File: src/rtl/asy_fifo_pkg.sv
// Shared types for the async FIFO write-side arbiter: FSM state encoding and ID width helper.
package asy_fifo_pkg;

  typedef enum logic {
    ST_IDLE  = 1'b0,
    ST_GRANT = 1'b1
  } arb_state_e;

  // Requester index width; never zero so a 1-requester build still has a legal vector.
  function automatic int id_w(input int n);
    return ($clog2(n) < 1) ? 1 : $clog2(n);
  endfunction

endpackage

File: src/rtl/asy_fifo_wr_arb_if.sv
// Requester-side bundle of the write arbiter: N_REQ parallel valid/ready/last streams.
interface asy_fifo_wr_arb_if #(
  parameter int N_REQ = 4,
  parameter int WIDTH = 32
);
  // Beat i transfers in a cycle where req_valid[i] & req_ready[i]; req_data/req_last
  // describe that beat. Valid may drop without a transfer; ready never depends on valid.
  logic [N_REQ-1:0]       req_valid;
  logic [N_REQ*WIDTH-1:0] req_data;
  logic [N_REQ-1:0]       req_last;
  logic [N_REQ-1:0]       req_ready;

  modport master (output req_valid, output req_data, output req_last, input req_ready);
  modport slave  (input req_valid, input req_data, input req_last, output req_ready);
endinterface

File: src/rtl/asy_fifo_wr_arb_rr_pick.sv
// Combinational round-robin picker: first set bit of req_i scanning upward from rr_ptr_i.
module rr_pick
  import asy_fifo_pkg::*;
#(
  parameter int N_REQ = 4,
  parameter int ID_W  = id_w(N_REQ)
) (
  input  logic [N_REQ-1:0] req_i,
  input  logic [ID_W-1:0]  rr_ptr_i,
  output logic [ID_W-1:0]  idx_o,
  output logic             any_o
);

  int              sum;
  logic [ID_W-1:0] cand;

  // Walk offsets from farthest to nearest so the nearest valid requester wins.
  always_comb begin
    idx_o = '0;
    any_o = |req_i;
    sum   = 0;
    cand  = '0;
    for (int k = N_REQ - 1; k >= 0; k--) begin
      sum = int'(rr_ptr_i) + k;
      if (sum >= N_REQ) sum = sum - N_REQ;
      cand = ID_W'(sum);
      if (req_i[cand]) idx_o = cand;
    end
  end

endmodule

File: src/rtl/asy_fifo_wr_arb.sv
// Round-robin write-port arbiter in front of the async FIFO, bursts of up to MAX_BURST beats.
// Define ASY_FIFO_ARB_TAG_EN to prepend the granted requester id to each written word.
module asy_fifo_wr_arb
  import asy_fifo_pkg::*;
#(
  parameter int N_REQ     = 4,
  parameter int WIDTH     = 32,
  parameter int MAX_BURST = 8,
  localparam int ID_W     = id_w(N_REQ),
  localparam int CNT_W    = $clog2(MAX_BURST + 1),
`ifdef ASY_FIFO_ARB_TAG_EN
  localparam int OUT_W    = WIDTH + ID_W
`else
  localparam int OUT_W    = WIDTH
`endif
) (
  input  logic                 wr_clk,
  input  logic                 wr_rst_n,
  asy_fifo_wr_arb_if.slave     req,
  input  logic                 fifo_full,
  output logic                 fifo_wr_en,
  output logic [OUT_W-1:0]     fifo_wr_data,
  output logic [ID_W-1:0]      grant_id,
  output logic                 busy,
  output arb_state_e           dbg_state_o,
  output logic [ID_W-1:0]      dbg_rr_ptr_o,
  output logic [CNT_W-1:0]     dbg_beat_cnt_o
);

  arb_state_e       state_q, state_d;
  logic [ID_W-1:0]  grant_q, grant_d;
  logic [ID_W-1:0]  rr_ptr_q, rr_ptr_d;
  logic [CNT_W-1:0] beat_cnt_q, beat_cnt_d;

  logic [ID_W-1:0]  pick_idx;
  logic             pick_any;
  logic             g_valid, g_last, beat;
  logic [WIDTH-1:0] g_data;

  rr_pick #(.N_REQ(N_REQ), .ID_W(ID_W)) u_pick (
    .req_i    (req.req_valid),
    .rr_ptr_i (rr_ptr_q),
    .idx_o    (pick_idx),
    .any_o    (pick_any)
  );

  always_comb begin
    g_valid = 1'b0;
    g_last  = 1'b0;
    g_data  = '0;
    for (int i = 0; i < N_REQ; i++) begin
      if (grant_q == ID_W'(i)) begin
        g_valid = req.req_valid[i];
        g_last  = req.req_last[i];
        g_data  = req.req_data[i*WIDTH +: WIDTH];
      end
    end
  end

  // Ready depends only on registered grant and fifo_full, never on req_valid.
  always_comb begin
    state_d       = state_q;
    grant_d       = grant_q;
    rr_ptr_d      = rr_ptr_q;
    beat_cnt_d    = beat_cnt_q;
    req.req_ready = '0;
    beat          = 1'b0;
    fifo_wr_data  = '0;
    case (state_q)
      ST_IDLE: begin
        if (pick_any) begin
          grant_d    = pick_idx;
          beat_cnt_d = '0;
          state_d    = ST_GRANT;
        end
      end
      ST_GRANT: begin
        for (int i = 0; i < N_REQ; i++) begin
          req.req_ready[i] = (grant_q == ID_W'(i)) & ~fifo_full;
        end
        beat = g_valid & ~fifo_full;
        if (beat) begin
`ifdef ASY_FIFO_ARB_TAG_EN
          fifo_wr_data = {grant_q, g_data};
`else
          fifo_wr_data = g_data;
`endif
          beat_cnt_d = beat_cnt_q + 1'b1;
          if (g_last || (beat_cnt_q == CNT_W'(MAX_BURST - 1))) begin
            state_d  = ST_IDLE;
            rr_ptr_d = (grant_q == ID_W'(N_REQ - 1)) ? '0 : grant_q + 1'b1;
          end
        end
      end
      default: state_d = ST_IDLE;
    endcase
  end

  always_ff @(posedge wr_clk or negedge wr_rst_n) begin
    if (!wr_rst_n) begin
      state_q    <= ST_IDLE;
      grant_q    <= '0;
      rr_ptr_q   <= '0;
      beat_cnt_q <= '0;
    end else begin
      state_q    <= state_d;
      grant_q    <= grant_d;
      rr_ptr_q   <= rr_ptr_d;
      beat_cnt_q <= beat_cnt_d;
    end
  end

  assign fifo_wr_en     = beat;
  assign grant_id       = grant_q;
  assign busy           = (state_q == ST_GRANT);
  assign dbg_state_o    = state_q;
  assign dbg_rr_ptr_o   = rr_ptr_q;
  assign dbg_beat_cnt_o = beat_cnt_q;

endmodule

File: src/flat_wrapper.sv
// flat-port wrapper written by rule: the top's interface ports become plain ports
module asy_fifo_wr_arb_flat import asy_fifo_pkg::*;
#(
  parameter int N_REQ     = 4,
  parameter int WIDTH     = 32,
  parameter int MAX_BURST = 8,
  localparam int ID_W     = id_w(N_REQ),
  localparam int CNT_W    = $clog2(MAX_BURST + 1),

  localparam int OUT_W    = WIDTH

)
  (wr_clk, wr_rst_n, fifo_full, fifo_wr_en, fifo_wr_data, grant_id, busy, dbg_state_o, dbg_rr_ptr_o, dbg_beat_cnt_o, req_req_valid, req_req_data, req_req_last, req_req_ready);
  asy_fifo_wr_arb_if #(.N_REQ(N_REQ), .WIDTH(WIDTH)) req_i ();
  input  logic wr_clk;
  input  logic wr_rst_n;
  input  logic fifo_full;
  output logic fifo_wr_en;
  output logic [OUT_W-1:0] fifo_wr_data;
  output logic [ID_W-1:0] grant_id;
  output logic busy;
  output arb_state_e dbg_state_o;
  output logic [ID_W-1:0] dbg_rr_ptr_o;
  output logic [CNT_W-1:0] dbg_beat_cnt_o;
  input wire logic [$bits(req_i.req_valid)-1:0] req_req_valid;
  input wire logic [$bits(req_i.req_data)-1:0] req_req_data;
  input wire logic [$bits(req_i.req_last)-1:0] req_req_last;
  output wire logic [$bits(req_i.req_ready)-1:0] req_req_ready;
  assign req_i.req_valid = req_req_valid;
  assign req_i.req_data = req_req_data;
  assign req_i.req_last = req_req_last;
  assign req_req_ready = req_i.req_ready;
  asy_fifo_wr_arb #(.N_REQ(N_REQ), .WIDTH(WIDTH), .MAX_BURST(MAX_BURST)) u_core (.wr_clk(wr_clk), .wr_rst_n(wr_rst_n), .req(req_i), .fifo_full(fifo_full), .fifo_wr_en(fifo_wr_en), .fifo_wr_data(fifo_wr_data), .grant_id(grant_id), .busy(busy), .dbg_state_o(dbg_state_o), .dbg_rr_ptr_o(dbg_rr_ptr_o), .dbg_beat_cnt_o(dbg_beat_cnt_o));
endmodule
File: config.mk
export PLATFORM = sky130hd
export DESIGN_NAME = asy_fifo_wr_arb_flat
export DESIGN_NICKNAME = d
export VERILOG_FILES = /design/src/rtl/asy_fifo_pkg.sv /design/src/rtl/asy_fifo_wr_arb_if.sv /design/src/rtl/asy_fifo_wr_arb_rr_pick.sv /design/src/rtl/asy_fifo_wr_arb.sv /design/src/flat_wrapper.sv
export SDC_FILE = /design/constraint.sdc
export NUM_CORES = 1
export LEC_CHECK = 0
export BUFFER_PORTS_ARGS = -buffer_cell sky130_fd_sc_hd__buf_2
export CAP_MARGIN = 20
export CORE_AREA = 2 2 73 75
export DETAILED_ROUTE_END_ITERATION = 12
export DIE_AREA = 0 0 75 77
export GPL_TIMING_DRIVEN = 1
export PLACE_DENSITY_LB_ADDON = 0.2
export SYNTH_ARGS = -nofsm -noshare
export SYNTH_HDL_FRONTEND = slang
export SYNTH_SLANG_ARGS = --single-unit
File: constraint.sdc
create_clock -name wr_clk -period 3.2 [get_ports wr_clk]
set_clock_uncertainty 0.2 [all_clocks]
set_input_delay 0.48 -clock wr_clk [delete_from_list [all_inputs] [get_ports wr_clk]]
set_output_delay 0.48 -clock wr_clk [all_outputs]
set_load 0.1 [all_outputs]
==> flow_summary.json, run 1 <==
{
  "hold-worst-slack_ps": 353,
  "gr-total-overflow": 0,
  "final_cells": 542,
  "yosys_warnings": 0,
  "cp_num_buf_inv": 3,
  "outcome": "completed",
  "whs_path_depth": 1,
  "drive_gt1_frac": 0.525,
  "seqPwrFrac": 0.057,
  "final_util": 0.785,
  "core-area_mm2": 0.00498,
  "synth_cells": 299,
  "highest-signal-layer": "met4",
  "max_slew_margin": 0.589,
  "tns_ps": 0,
  "nets": 617,
  "path_max_fanout": 59,
  "post-route-min-period_ps": 3070,
  "cp.required_ps": 2520,
  "wl_um": 8290,
  "holdPathEnd": "u_core.dbg_beat_cnt_o[0]",
  "clock_path_buffers": 2,
  "drt_iter0_drc": 125,
  "ios": 186,
  "swShare": 0.633,
  "finalCritPeriodShare": 0.959,
  "maxSlewViolCount": 0,
  "synth_top_family_by_area": "compound AO/OA/AOI/OAI gates",
  "gp_congestion": 0.896,
  "numPlacedInstances": 533,
  "synth_simple_gate_area_frac": 0.241,
  "cts_tree": "done",
  "clk_pin_slew_ps": 40,
  "design_area_mm2": 0.00391,
  "grt_pass1_wl_um": 12900,
  "synth.distinct_cells": 33,
  "root_buffer": "clkbuf_8",
  "p_leak_nw": 1.80,
  "power_density_mw_per_mm2": 1150,
  "placed_area_mm2": 0.00382,
  "p_clk_frac": 0.030,
  "hpwlAfterDp_um": 6650,
  "slowest_stage": "dfrtp_4",
  "cp.arrival_ps": 2390,
  "intPower_mw": 1.65,
  "wl_met1_um": 3030,
  "synthMuxAreaShare": 0.0216,
  "regArea_um2": 234,
  "finalWorstSetupSlack_ps": 133,
  "hold_path_startpoint": "u_core.dbg_beat_cnt_o[0]",
  "fp.dieH_um": 77,
  "cp_slowest_stage_delay_ps": 500,
  "syn-num-nets": 443,
  "dr.pass1.iters": 4,
  "grt_max_degree": 60,
  "worst_pin_slew_ps": 611,
  "wl_met2_um": 4390,
  "clock_latency_ps": 240,
  "p_switching_mw": 2.84,
  "cts_resized": 0,
  "r2r_end": "u_core.dbg_rr_ptr_o[0]",
  "rr_startpoint": "u_core.grant_id[0]",
  "dieArea_mm2": 0.00578,
  "seq_area_frac_synth": 0.114,
  "wire_per_inst_um": 15.3,
  "rrSetupSlack_ps": 860,
  "peakVddDrop_mv": 0.702,
  "hold_viol": 0,
  "dr_wl_met3_um": 654,
  "crit_path_end_kind": "output port",
  "grt_antenna_before_repair": 0,
  "netlist_area_mm2": 0.00197,
  "fillerInstances": 354,
  "num_vias": 2931,
  "vias_per_cell": 5.41,
  "multi_input_area_mm2": 0.00182,
  "p_total_mw": 4.49,
  "cts_max_level": 1,
  "synthAdderAreaFrac": 0.0318,
  "syn_avg_cell_area_um2": 6.59,
  "synth_compound_area_frac": 0.450,
  "cpLargestDelayFamily": "buffers and inverters",
  "port_buffers": 185,
  "numCtsBuffers": 3,
  "ant_nets": 0,
  "start_util": 0.396,
  "hold_class": "reg2reg",
  "fmax_mhz": 326,
  "crit_chain": "inv_1 -> ha_2 -> buf_4 -> a221oi_1 -> a211o_1 -> a21oi_2 -> buf_12",
  "maxCapViolCount": 0,
  "area_growth_pct": 98.3,
  "rsz0062_at_grt": "no",
  "synth-seq-cells": 9,
  "cp-start-kind": "flip-flop",
  "grt_usage": 0.276,
  "setup_violations": 0,
  "cts.sinks": 9,
  "antenna_cells": 0,
  "path_class": "reg2out",
  "num_rows": 26,
  "dpl_worst_slack_ps": 107,
  "drcViolationCount": 0,
  "rr_worst_depth": 7,
  "synth_xor_area_frac": 0,
  "power_frac_comb": 0.913,
  "die_x_um": 75,
  "grt_pass1_vias": 2846
}
[how the worst max path moves through the flow]
stage | start | to | slack, ps | cells past startpoint
finish | u_core.grant_id[0] | fifo_wr_data[0] | 130 | 7
CTS | u_core.grant_id[0] | fifo_wr_data[0] | 140 | 7
floorplan | u_core.grant_id[0] | fifo_wr_data[10] | -100 | 7
global placement | u_core.grant_id[0] | fifo_wr_data[14] | 160 | 8
detailed placement | u_core.grant_id[0] | fifo_wr_data[17] | 110 | 8
global route | u_core.grant_id[0] | fifo_wr_data[23] | 60 | 7
[final cells by class]
cell class | instances | area share
inverters | 39 | 0.0384
flip-flops and latches | 9 | 0.0599
well taps | 70 | 0.0224
clock buffers | 4 | 0.0115
repair buffers | 201 | 0.402
multi-input cells | 219 | 0.465
[per-layer routing]
metal / vias to the layer above / track usage
li1: 1422 / -
met1: 1354 / 0.312
met2: 131 / 0.494
met3: 24 / 0.0710
met4: 0 / 0.0804
met5: - / 0
[cell usage after synthesis]
| cell | instances | area (um2) |
|---|---|---|
| and2_1 | 4 | 25.0 |
| nand2_1 | 41 | 154 |
| and3_1 | 1 | 6.26 |
| nor2_1 | 1 | 3.75 |
| dfrtp_1 | 9 | 225 |
| a21oi_1 | 36 | 180 |
| or2_2 | 1 | 6.26 |
| nor2_2 | 1 | 6.26 |
| o22ai_1 | 1 | 6.26 |
| nor4_1 | 1 | 6.26 |
| mux2i_1 | 2 | 20.0 |
| or3b_4 | 1 | 11.3 |
| buf_2 | 6 | 30.0 |
| a211oi_4 | 1 | 20.0 |
| ha_1 | 5 | 62.6 |
| a221oi_1 | 33 | 289 |
| nor2b_1 | 34 | 213 |
| a2111oi_0 | 2 | 17.5 |
| buf_4 | 1 | 7.51 |
| a211o_1 | 33 | 289 |
| nand3_1 | 4 | 20.0 |
| buf_1 | 5 | 18.8 |
| clkbuf_1 | 20 | 75.1 |
| o21ai_0 | 4 | 20.0 |
| nor3b_1 | 1 | 7.51 |
| a211oi_1 | 2 | 15.0 |
| a21o_1 | 2 | 15.0 |
| a21boi_0 | 1 | 7.51 |
| mux2_2 | 2 | 22.5 |
| nand3b_1 | 2 | 15.0 |
| a311o_1 | 2 | 20.0 |
| inv_1 | 39 | 146 |
| o31ai_1 | 1 | 7.51 |
[layout by cell type (no fill, tap or decap), types with 6 or more instances in the layout]
cell type	n
nor2b_1	34
dfrtp_1	6
nand2_1	41
buf_2	151
buf_12	35
a21oi_4	29
a221oi_1	33
inv_1	38
buf_4	14
a211o_1	33
[power by group through the flow]
stage	registers [mW]	logic (mW)	clock network, mW
2_1_floorplan	0.607	2.63	0
3_3_place_gp	0.247	4.02	0
3_5_place_dp	0.254	4.08	0
4_1_cts	0.252	4.12	0.138
5_1_grt	0.265	4.28	0.147
6_report	0.254	4.10	0.135
[what timing repair did]
item | in CTS | in global routing
hold buffers | 1 | 0
setup endpoints to repair | 23 | 0
buffers inserted | 4 | 0
endpoints found under the hold margin | 9 | 0
[cell families after synthesis]
kind of cell / count (synthesis)
AOI/OAI and AO/OA: 118
buffers and inverters: 71
muxes: 4
adders and majority gates: 5
and+or+nand+nor: 92
DFF: 9
[sequential cells by signal, summed over array words and instances (netlist names)]
register,flops
u_core.dbg_beat_cnt_o,4
u_core.busy,1
u_core.dbg_rr_ptr_o,2
u_core.grant_id,2
No activity file was read; power rests on OpenSTA's default activity.
==> inputs of run 2 (changes only) <==
--- a/config.mk
+++ b/config.mk
@@ -5,9 +5,12 @@
 export SDC_FILE = /design/constraint.sdc
 export NUM_CORES = 1
 export LEC_CHECK = 0
+export ABC_CLOCK_PERIOD_IN_PS = 3200
 export BUFFER_PORTS_ARGS = -buffer_cell sky130_fd_sc_hd__buf_2
 export CAP_MARGIN = 20
 export CORE_AREA = 2 2 73 75
+export CTS_BUF_LIST = sky130_fd_sc_hd__clkbuf_16
+export CTS_CLUSTER_SIZE = 40
 export DETAILED_ROUTE_END_ITERATION = 12
 export DIE_AREA = 0 0 75 77
 export GPL_TIMING_DRIVEN = 1
==> run 2 against run 1 <==
First-iteration DRC count up 4.0%. Critical path depth unchanged. Global-route usage is 0.079 points higher. Final area increased by 0.87%. Final cell count stayed put. Worst hold slack better by 0.62 ps. Via count is 0.51% higher. Count of clock-buffer cells in the layout is 1 lower. Highest routed layer unchanged. Sequential share of layout area fell by 0.051 points. Die area unchanged. Worst setup slack better by 7.0 ps. Combinational power about the same.
==> flow_summary.json, run 2 (synthesized netlist as in run 1, its figures left out) <==
{
  "fmax_mhz": 327,
  "path_class": "reg2out",
  "cp.arrival_ps": 2380,
  "ios": 186,
  "crit_path_end_kind": "output port",
  "rsz0062_at_grt": "no",
  "fp.dieH_um": 77,
  "cts_tree": "done",
  "outcome": "completed",
  "cts_max_level": 1,
  "grt_usage": 0.277,
  "highest-signal-layer": "met4",
  "wl_met2_um": 4370,
  "core-area_mm2": 0.00498,
  "gp_congestion": 0.896,
  "p_clk_frac": 0.047,
  "wl_met1_um": 3070,
  "antenna_cells": 0,
  "max_slew_margin": 0.570,
  "area_growth_pct": 100,
  "hold_viol": 0,
  "finalCritPeriodShare": 0.956,
  "path_max_fanout": 59,
  "grt_antenna_before_repair": 0,
  "cp-start-kind": "flip-flop",
  "maxSlewViolCount": 0,
  "setup_violations": 0,
  "drt_iter0_drc": 130,
  "hold_class": "reg2reg",
  "port_buffers": 185,
  "worst_pin_slew_ps": 629,
  "drive_gt1_frac": 0.525,
  "clock_latency_ps": 240,
  "p_leak_nw": 1.82,
  "fillerInstances": 350,
  "wire_per_inst_um": 15.3,
  "power_frac_comb": 0.897,
  "peakVddDrop_mv": 0.750,
  "finalWorstSetupSlack_ps": 140,
  "intPower_mw": 1.72,
  "final_common_cell": "buf_2",
  "swShare": 0.623,
  "grt_max_degree": 60,
  "hpwlAfterDp_um": 6650,
  "numPlacedInstances": 533,
  "die_x_um": 75,
  "num_vias": 2946,
  "wl_um": 8290,
  "start_util": 0.396,
  "clock_path_buffers": 2,
  "post-route-min-period_ps": 3060,
  "nets": 617,
  "dr_wl_met3_um": 657,
  "gr-total-overflow": 0,
  "clk_pin_slew_ps": 40,
  "ant_nets": 0,
  "vias_per_cell": 5.44,
  "power_density_mw_per_mm2": 1160,
  "dpl_worst_slack_ps": 107,
  "root_buffer": "clkbuf_16",
  "numCtsBuffers": 3,
  "tns_ps": 0,
  "seqPwrFrac": 0.056,
  "dr.pass1.iters": 4,
  "p_switching_mw": 2.85,
  "grt_pass1_vias": 2851,
  "dieArea_mm2": 0.00578,
  "final_cells": 542,
  "grt_pass1_wl_um": 12900,
  "maxCapViolCount": 0,
  "cp.required_ps": 2520,
  "drcViolationCount": 0,
  "largest_register_ffs": 4,
  "layout_common_cells": "buf_2 (151), nand2_1 (41), inv_1 (39)",
  "num_rows": 26,
  "cts.sinks": 9
}
## run 2: cell count changes in the layout (fill, tap and decap cells not counted), sizes merged
cell,previous run,this run
clkbuf,4,3
inv,38,39
## run 2: layout make-up
cell class	instances	area, um2	area share
sequential	9	234	0.0594
multi-input combinational	219	1820	0.461
inverter	39	150	0.0381
clock inverter	1	3.75	0.000953
clock buffer	3	75.1	0.0191
tap	70	87.6	0.0222
timing repair buffer	201	1570	0.399
## run 2: timing repair
action / in CTS / in global routing
endpoints found under the hold margin: 9 / 0
resized for setup: 0 / 0
buffers inserted: 4 / 0
hold buffers: 1 / 0
endpoints found under the setup margin: 23 / 0
## run 2: critical path, stage by stage, from the launching register on
cell	delay [ps]
dfrtp_4	490
inv_1	100
ha_2	200
buf_4	480
a221oi_1	150
a211o_1	320
a21oi_2	190
buf_12	190
## run 2: power by group through the flow
stage          sequential, mW  combinational, mW  clock [mW]
3_5_place_dp            0.254               4.08           0
5_1_grt                 0.265               4.28       0.230
4_1_cts                 0.252               4.12       0.220
6_report                0.254               4.10       0.217
3_3_place_gp            0.247               4.02           0
2_1_floorplan           0.607               2.63           0
## run 2: metal layers
metal  global-route usage  up-vias
met4               0.0661        0
met3               0.0762       24
met5                    0        -
li1                     -     1424
met2                0.500      135
met1                0.312     1363
## run 2: metrics by stage
| step | hold slack [ps] | util | instance area, um2 | power (mW) |
|---|---|---|---|---|
| 2_1_floorplan | -15.6 | - | 2320 | 3.24 |
| 3_3_place_gp | 139 | 0.767 | 3820 | 4.27 |
| 3_5_place_dp | 145 | 0.767 | 3820 | 4.33 |
| 4_1_cts | 350 | 0.791 | 3940 | 4.59 |
| 5_1_grt | 391 | 0.791 | 3940 | 4.78 |
| 6_report | 354 | 0.791 | 3940 | 4.57 |
## run 2: worst paths after layout
kind	slack, ps	to	start	cells after the start
worst min-delay path	350	u_core.dbg_beat_cnt_o[0]	u_core.dbg_beat_cnt_o[0]	1
worst max register to register	870	u_core.dbg_rr_ptr_o[0]	u_core.grant_id[0]	7
worst max-delay path	140	fifo_wr_data[0]	u_core.grant_id[0]	7
worst min register to register	350	u_core.dbg_beat_cnt_o[0]	u_core.dbg_beat_cnt_o[0]	1
min in group asynchronous	430	u_core.dbg_beat_cnt_o[0]	wr_rst_n	2
max in group asynchronous	2170	u_core.grant_id[1]	wr_rst_n	2
